[src/rtl/instr_mem_loader.sv]
// instr_mem_loader: byte-stream boot loader that fills the Pipeline_CPU
// instruction memory. Optional INSTR_MEM_LOADER_CHECKSUM_EN adds a trailing XOR byte.
module instr_mem_loader #(
    parameter int DEPTH_WORDS = 32,
    parameter int CNT_W       = 16
) (
    input  logic        clk_i,
    input  logic        rst_n,
    input  logic [7:0]  byte_i,
    input  logic        byte_valid_i,
    output logic        byte_ready_o,
    output logic        im_we_o,
    output logic [31:0] im_addr_o,
    output logic [31:0] im_wdata_o,
    output logic        cpu_rst_n_o,
    output logic        done_o,
    output logic        err_o
);

    typedef enum logic [2:0] {
        S_HDR0 = 3'd0,
        S_HDR1 = 3'd1,
        S_DATA = 3'd2,
`ifdef INSTR_MEM_LOADER_CHECKSUM_EN
        S_CHK  = 3'd3,
`endif
        S_REL  = 3'd4,
        S_DONE = 3'd5,
        S_ERR  = 3'd6
    } state_t;

    state_t           state_q, state_d;
    logic [1:0]       bcnt_q, bcnt_d;
    logic [CNT_W-1:0] word_q, word_d;
    logic [CNT_W-1:0] n_q, n_d;
    logic [7:0]       hi_q, hi_d;
    logic [23:0]      shift_q, shift_d;
    logic             we_d;
    logic [31:0]      addr_d, wdata_d;
    logic             cpu_rst_n_d, done_d, err_d;
    logic [15:0]      hdr_n;
    logic             acc;
    state_t           st_last;
`ifdef INSTR_MEM_LOADER_CHECKSUM_EN
    logic [7:0]       chk_q, chk_d;
`endif

    assign hdr_n = {hi_q, byte_i};
    assign acc   = byte_valid_i & byte_ready_o;

`ifdef INSTR_MEM_LOADER_CHECKSUM_EN
    assign st_last = S_CHK;
    assign byte_ready_o = (state_q == S_HDR0) || (state_q == S_HDR1) ||
                          (state_q == S_DATA) || (state_q == S_CHK);
`else
    assign st_last = S_REL;
    assign byte_ready_o = (state_q == S_HDR0) || (state_q == S_HDR1) ||
                          (state_q == S_DATA);
`endif

    // Next-state, word assembly and registered-output next values
    always_comb begin
        state_d     = state_q;
        bcnt_d      = bcnt_q;
        word_d      = word_q;
        n_d         = n_q;
        hi_d        = hi_q;
        shift_d     = shift_q;
        we_d        = 1'b0;
        addr_d      = im_addr_o;
        wdata_d     = im_wdata_o;
        cpu_rst_n_d = (state_q == S_DONE);
        done_d      = (state_q == S_DONE);
        err_d       = (state_q == S_ERR);
`ifdef INSTR_MEM_LOADER_CHECKSUM_EN
        chk_d       = chk_q;
`endif
        unique case (state_q)
            S_HDR0: begin
                if (acc) begin
                    hi_d    = byte_i;
                    state_d = S_HDR1;
                end
            end
            S_HDR1: begin
                if (acc) begin
                    n_d    = CNT_W'(hdr_n);
                    word_d = '0;
                    bcnt_d = 2'd0;
                    if (hdr_n == 16'd0)
                        state_d = st_last;
                    else if (32'(hdr_n) > 32'(DEPTH_WORDS))
                        state_d = S_ERR;
                    else
                        state_d = S_DATA;
                end
            end
            S_DATA: begin
                if (acc) begin
                    shift_d = {shift_q[15:0], byte_i};
                    bcnt_d  = bcnt_q + 2'd1;
`ifdef INSTR_MEM_LOADER_CHECKSUM_EN
                    chk_d   = chk_q ^ byte_i;
`endif
                    if (bcnt_q == 2'd3) begin
                        we_d    = 1'b1;
                        wdata_d = {shift_q, byte_i};
                        addr_d  = 32'(word_q) << 2;
                        word_d  = word_q + CNT_W'(1);
                        if (word_q == n_q - CNT_W'(1))
                            state_d = st_last;
                    end
                end
            end
`ifdef INSTR_MEM_LOADER_CHECKSUM_EN
            S_CHK: begin
                if (acc)
                    state_d = (byte_i == chk_q) ? S_REL : S_ERR;
            end
`endif
            S_REL:   state_d = S_DONE;
            default: state_d = state_q;
        endcase
    end

    // State and output registers with synchronous active-low reset
    always_ff @(posedge clk_i) begin
        if (!rst_n) begin
            state_q     <= S_HDR0;
            bcnt_q      <= 2'd0;
            word_q      <= '0;
            n_q         <= '0;
            hi_q        <= 8'd0;
            shift_q     <= 24'd0;
            im_we_o     <= 1'b0;
            im_addr_o   <= 32'd0;
            im_wdata_o  <= 32'd0;
            cpu_rst_n_o <= 1'b0;
            done_o      <= 1'b0;
            err_o       <= 1'b0;
`ifdef INSTR_MEM_LOADER_CHECKSUM_EN
            chk_q       <= 8'd0;
`endif
        end else begin
            state_q     <= state_d;
            bcnt_q      <= bcnt_d;
            word_q      <= word_d;
            n_q         <= n_d;
            hi_q        <= hi_d;
            shift_q     <= shift_d;
            im_we_o     <= we_d;
            im_addr_o   <= addr_d;
            im_wdata_o  <= wdata_d;
            cpu_rst_n_o <= cpu_rst_n_d;
            done_o      <= done_d;
            err_o       <= err_d;
`ifdef INSTR_MEM_LOADER_CHECKSUM_EN
            chk_q       <= chk_d;
`endif
        end
    end

endmodule
[config.mk]
export PLATFORM = sky130hd
export DESIGN_NAME = instr_mem_loader
export DESIGN_NICKNAME = d
export VERILOG_FILES = /design/src/rtl/instr_mem_loader.sv
export SDC_FILE = /design/constraint.sdc
export NUM_CORES = 1
export LEC_CHECK = 0
export ABC_AREA = 1
export BUFFER_PORTS_ARGS = -buffer_cell sky130_fd_sc_hd__buf_2
export CAP_MARGIN = 20
export CORE_ASPECT_RATIO = 0.6
export CORE_MARGIN = 2
export CORE_UTILIZATION = 42
export DETAILED_ROUTE_END_ITERATION = 10
export PLACE_DENSITY_LB_ADDON = 0.08
export SYNTH_ARGS = -nofsm -noshare
export SYNTH_HDL_FRONTEND = slang
export SYNTH_SLANG_ARGS = --single-unit
[constraint.sdc]
create_clock -name clk_i -period 2.1 [get_ports clk_i]
set_clock_uncertainty 0.1 [all_clocks]
set_input_delay 0.525 -clock clk_i [delete_from_list [all_inputs] [get_ports clk_i]]
set_output_delay 0.525 -clock clk_i [all_outputs]
set_load 0.05 [all_outputs]
; ---- Word-level counts from Yosys, hierarchy flattened
; Cells that the tools add are included.
[word_totals]
regBits = 120
wordCells = 58
output_inout_bits = 69
inputBits = 11
[classes]
n_bitwise = 1
order_cmp = 1
add_sub_neg = 3
n_eq_ne = 12
reduce_logical = 14
n_mux = 16
[ops]
columns = cell, count
row1 = $mux 16, 3
row2 = $pmux 16 s2, 1
row3 = $mux 3, 7
row4 = $add 16x1->16 const B, 1
row5 = $eq 16x16->1, 1
row6 = $gt 16x6->1 const B, 1
row7 = $logic_not 16->1, 1
row8 = $sub 16x1->16 const B, 1
row9 = $pmux 3 s4, 1
row10 = $eq 3x3->1 const B, 3
row11 = $reduce_and 3->1, 3
row12 = $ne 2x2->1 const B, 3
row13 = $reduce_and 2->1, 3
row14 = $reduce_and 6->1, 1
row15 = $mux 2, 2
row16 = $ne 2x1->1 const B, 2
row17 = $pmux 2 s2, 1
row18 = $reduce_and 4->1, 1
row19 = $reduce_bool 4->1, 1
row20 = $eq 3x1->1 const B, 1
row21 = $eq 3x2->1 const B, 1
row22 = $logic_not 3->1, 1
row23 = $add 2x1->2 const B, 1
row24 = $eq 2x2->1 const B, 1
row25 = other kinds (4), 5

; ---- Longest topological paths before layout
[depth]
ltp_word = 6
depth_mapped = 17
ltp_nobuf = 16

; ---- Least setup slack after synthesis
; Ideal clock, no wire load.
[synth_timing]
path_type = register -> register
from = register n_q[0]
to = register state_q[0]
stages_incl_launch_ff = 14
required_ns = 1.887
setup_slack_ns = 0.100
arrival_ns = 1.787
period_less_slack_ns = 2.000
cell_sequence = dfxtp_1 inv_1 ha_1 clkbuf_1 nand2_1 nor2_1 nand4_1 and2_1 nor2_1 nand4_1 nand2_1 nand2_1 nor2_1 nor2_1
[synth_via]
elab_chain_cells = 4
[synth_rtl]
columns = item, line
row1 = "start, declared", 35  ; logic [CNT_W-1:0] n_q, n_d;
row2 = "start signal, assigned", 148  ; n_q <= n_d;
row3 = $sub 16x1->16, 110  ; if (word_q == n_q - CNT_W'(1))
row4 = $eq 16x16->1, 110
row5 = $ne 2x1->1 (no line), n/a
row6 = $reduce_and 6->1 (no line), n/a
row7 = "end signal, assigned", 145  ; state_q <= state_d;
row8 = "end, declared", 32  ; state_t state_q, state_d;
; No other way between the ends.
; A chain may end at the register's enable or synchronous reset.

; ---- Worst setup path after layout
[layout_timing]
from = register state_q[0]
to = register word_q[13]
[layout_via]
elab_chain_cells = 6
[layout_rtl]
columns = item, line
row1 = $eq 3x1->1 or $logic_not 3->1 (tied branches), "57, 78"
row2 = $logic_or 1x1->1 (2 in series), 57  ; assign byte_ready_o = (state_q == S_HDR0) || (state_q == S_HDR1) ||
row3 = $and 1x1->1, 49  ; assign acc = byte_valid_i & byte_ready_o;
row4 = $ne 2x2->1 (no line), n/a
row5 = $reduce_and 4->1 (no line), n/a
row6 = "end signal, assigned", 147  ; word_q <= word_d;
row7 = "end, declared", 34  ; logic [CNT_W-1:0] word_q, word_d;
; Several ways; a longest one is shown, not always the timed one.

==> flow_summary.json <==
{
  "cts_sinks": 120,
  "synth_top_area_share_pct": 45.9,
  "swShare_pct": 33.3,
  "dp_worst_setup_slack_ns": -0.0671,
  "synthDistinctLibCells": 35,
  "ant_nets": 0,
  "nets": 796,
  "synth_edf_count": 0,
  "dpl_cell_area_mm2": 0.00575,
  "viasPerCell": 5.10,
  "antennaDiodeCount": 0,
  "r2r-end": "word_q[13]$_SDFFE_PN0P_",
  "post-route-util_pct": 54.0,
  "final_cell_mix": "128 x nand2_1, 115 x dfxtp_1, 87 x a21oi_1",
  "drive_above_1_share_pct": 20.4,
  "startpoint_type": "flip-flop",
  "yosysTopAreaCell": "dfxtp_1",
  "grt_pass1_wl_um": 23500,
  "post-route-cell-area_mm2": 0.00654,
  "power_switching_uw": 2670,
  "die_w_um": 148,
  "gp_congestion": 0.907,
  "die_height_um": 90.4,
  "crit_chain": "buf_4 -> nor2_4 -> nand2_4 -> nor2_8 -> nand2_4 -> nand2_8 -> nand2_2 -> nor2_4 -> nand2_1 -> nor3b_2 -> nand2_1 -> o21ai_1 -> a21oi_1",
  "ys.flop_type": "dfxtp_1",
  "drt_iter0_markers": 316,
  "nFillCells": 1138,
  "slew_headroom_pct": 61.9,
  "timing.final.ws_setup_ns": 0.0871,
  "cts_root_buf": "clkbuf_16",
  "slew_viol_final": 0,
  "hold_depth": 3,
  "initial_core_util_pct": 43.2,
  "seqCellArea_mm2": 0.00241,
  "core-area_mm2": 0.0121,
  "cts_max_level": 4,
  "grt_use_total_pct": 22.5,
  "grt_pass1_vias": 4534,
  "cp_max_fo": 7,
  "antenna_found_initial": 0,
  "clock_path_buffers": 2,
  "area_delta_synth_final_pct": 24.9,
  "wl_um": 14600,
  "hold-path-endpoint": "im_wdata_o[7]$_SDFFE_PN0P_",
  "total_power_uw": 8020,
  "wl_per_cell_um": 15.2,
  "maxCapViolations": 0,
  "hold_violations": 0,
  "hold_class": "input port to flip-flop",
  "globalRouteOverflowTotal": 0,
  "io_buffers": 63,
  "r2r_start": "state_q[0]$_SDFFE_PN0P_",
  "crit_arrival_ns": 2.22,
  "clockPowerShare_pct": 38.3,
  "syn_area_mm2": 0.00523,
  "min-delay-start": "byte_i[7]",
  "num_vias": 4891,
  "dr.pass1.iters": 5,
  "drc": 0,
  "fp-row-count": 31,
  "final_common_cell": "nand2_1",
  "cts_made_buffers": 17,
  "syn-instance-count": 707,
  "synth_warnings": 0,
  "ys_top_cells_by_area": "dfxtp_1 46%, nand2_1 9.5%, a21oi_1 8.3%, o21ai_0 8.3%, inv_1 4.7%",
  "grt_start_max_net_pins": 54,
  "cts_tree": "built",
  "endpoint_kind": "flip-flop",
  "worst_pin_slew_ns": 0.564,
  "syn_avg_cell_area_um2": 7.40,
  "slowest_delay_ns": 0.32,
  "fin_crit_sh_pct": 95.9,
  "pwr-share-comb_pct": 27.6,
  "rr_worst_depth": 13,
  "status": "finished, final reports clean",
  "path_class": "flip-flop to flip-flop",
  "fmax_ghz": 0.497,
  "pwr-share-seq_pct": 34.1,
  "timing.reg2reg.setup_slack_ns": 0.09,
  "finalSetupViolations": 0,
  "p_leak_uw": 0.00294,
  "peakVddDrop_mv": 0.583,
  "worst-endpoint-required_ns": 2.31,
  "ys_seq_elements": 120,
  "cts_hold_buf": 0,
  "async_flop_share_pct": 0,
  "clk_latency_ns": 0.41,
  "io_pins": 80,
  "multiInputGateArea_mm2": 0.00245,
  "ys_seq_area_share_pct": 45.9,
  "worst-path-stages": 13,
  "die_area_mm2": 0.0134,
  "tns_ns": 0,
  "powerDensity_mw_per_mm2": 1230,
  "worst_path_max_delay_cell": "dfxtp_1",
  "rsz0062_at_grt": "true",
  "clkTransAtPathRegs_ns": 0.06,
  "cp_top_family": "simple AND/OR/NAND/NOR gates",
  "hpwl_um": 10500,
  "final.min_clock_period_ns": 2.01,
  "internal_power_uw": 5350,
  "crit_buf_inv": 1
}
## cell usage after synthesis (3+ instances only)
| master | count |
|---|---|
| a21oi_1 | 87 |
| and2_1 | 3 |
| buf_1 | 4 |
| buf_2 | 5 |
| buf_4 | 17 |
| clkbuf_1 | 24 |
| clkinv_1 | 3 |
| dfxtp_1 | 120 |
| ha_1 | 3 |
| inv_1 | 66 |
| nand2_1 | 132 |
| nand2_4 | 3 |
| nand3_1 | 46 |
| nand4_1 | 10 |
| nor2_1 | 51 |
| nor3_1 | 6 |
| nor4_1 | 6 |
| o21ai_0 | 87 |
| xnor2_1 | 7 |
| xor2_1 | 8 |
## repair_timing
| action | in CTS | in global routing |
|---|---|---|
| gates cloned | 0 | 0 |
| gates resized for setup | 1 | 43 |
| pin swaps | 0 | 14 |
| setup endpoints to repair | 2 | 34 |
| setup buffers | 0 | 6 |
| hold endpoints to repair | 0 | 0 |
## metal layers
metal / track usage [%] / wire, um
met1: 34.7 / 7810
met2: 29.4 / 5660
met3: 5.91 / 947
met4: 7.78 / 142
met5: 0 / 0
## cell families after synthesis
kind of cell	Yosys count	share of synthesized area [%]
compound gates	178	17.2
xor+xnor	15	2.51
fa+ha+maj	3	0.718
buf+inv	122	10.1
flops	120	45.9
other cells	1	0.0717
simple gates	268	23.4
## power by group through the flow
stage / clock network [uW] / logic (uW) / registers [uW]
after floorplan: 0 / 1490 / 2720
after global placement: 0 / 1880 / 2750
after detailed placement: 0 / 1940 / 2750
after CTS: 3100 / 1950 / 2710
after global routing: 3230 / 2470 / 2760
final: 3070 / 2210 / 2730
## per-stage QoR
stage               hold slack (ns)  instances
global route                  0.335        959
CTS                           0.319        954
floorplan                     0.329        722
detailed placement            0.352        923
global placement              0.341        923
finish                        0.341        959
## registers in the layout (all words and copies together) (netlist names)
name and count:
state_q 3, bcnt_q 2, done_o 1, im_addr_o 16, err_o 1, im_we_o 1, shift_q 24, n_q 16
im_wdata_o 32, word_q 16, hi_q 8
## tightest hold or removal path: cells and delay by family
family        cells  cell delay [ns]
buf+inv           1             0.16
simple gates      2             0.12
## final cells by class
type	instances	share of cell area (%)
multi-input combinational	480	37.4
sequential	120	36.9
timing repair buffer	91	8.73
clock buffer	20	6.84
inverter	72	4.25
tap	165	3.16
clock inverter	11	2.64
## worst max path at each step
| stage | slack, ns | from | endpoint |
|---|---|---|---|
| floorplan | 0.10 | n_q[0]$_SDFFE_PN0P_ | state_q[0]$_SDFFE_PN0P_ |
| global placement | 0.01 | n_q[0]$_SDFFE_PN0P_ | state_q[1]$_SDFFE_PN0P_ |
| detailed placement | -0.07 | n_q[0]$_SDFFE_PN0P_ | state_q[0]$_SDFFE_PN0P_ |
| CTS | 0.0006 | n_q[0]$_SDFFE_PN0P_ | state_q[1]$_SDFFE_PN0P_ |
| global route | -0.02 | state_q[0]$_SDFFE_PN0P_ | word_q[13]$_SDFFE_PN0P_ |
| finish | 0.09 | state_q[0]$_SDFFE_PN0P_ | word_q[13]$_SDFFE_PN0P_ |
Note: power is estimated with default switching activity, not from simulation.
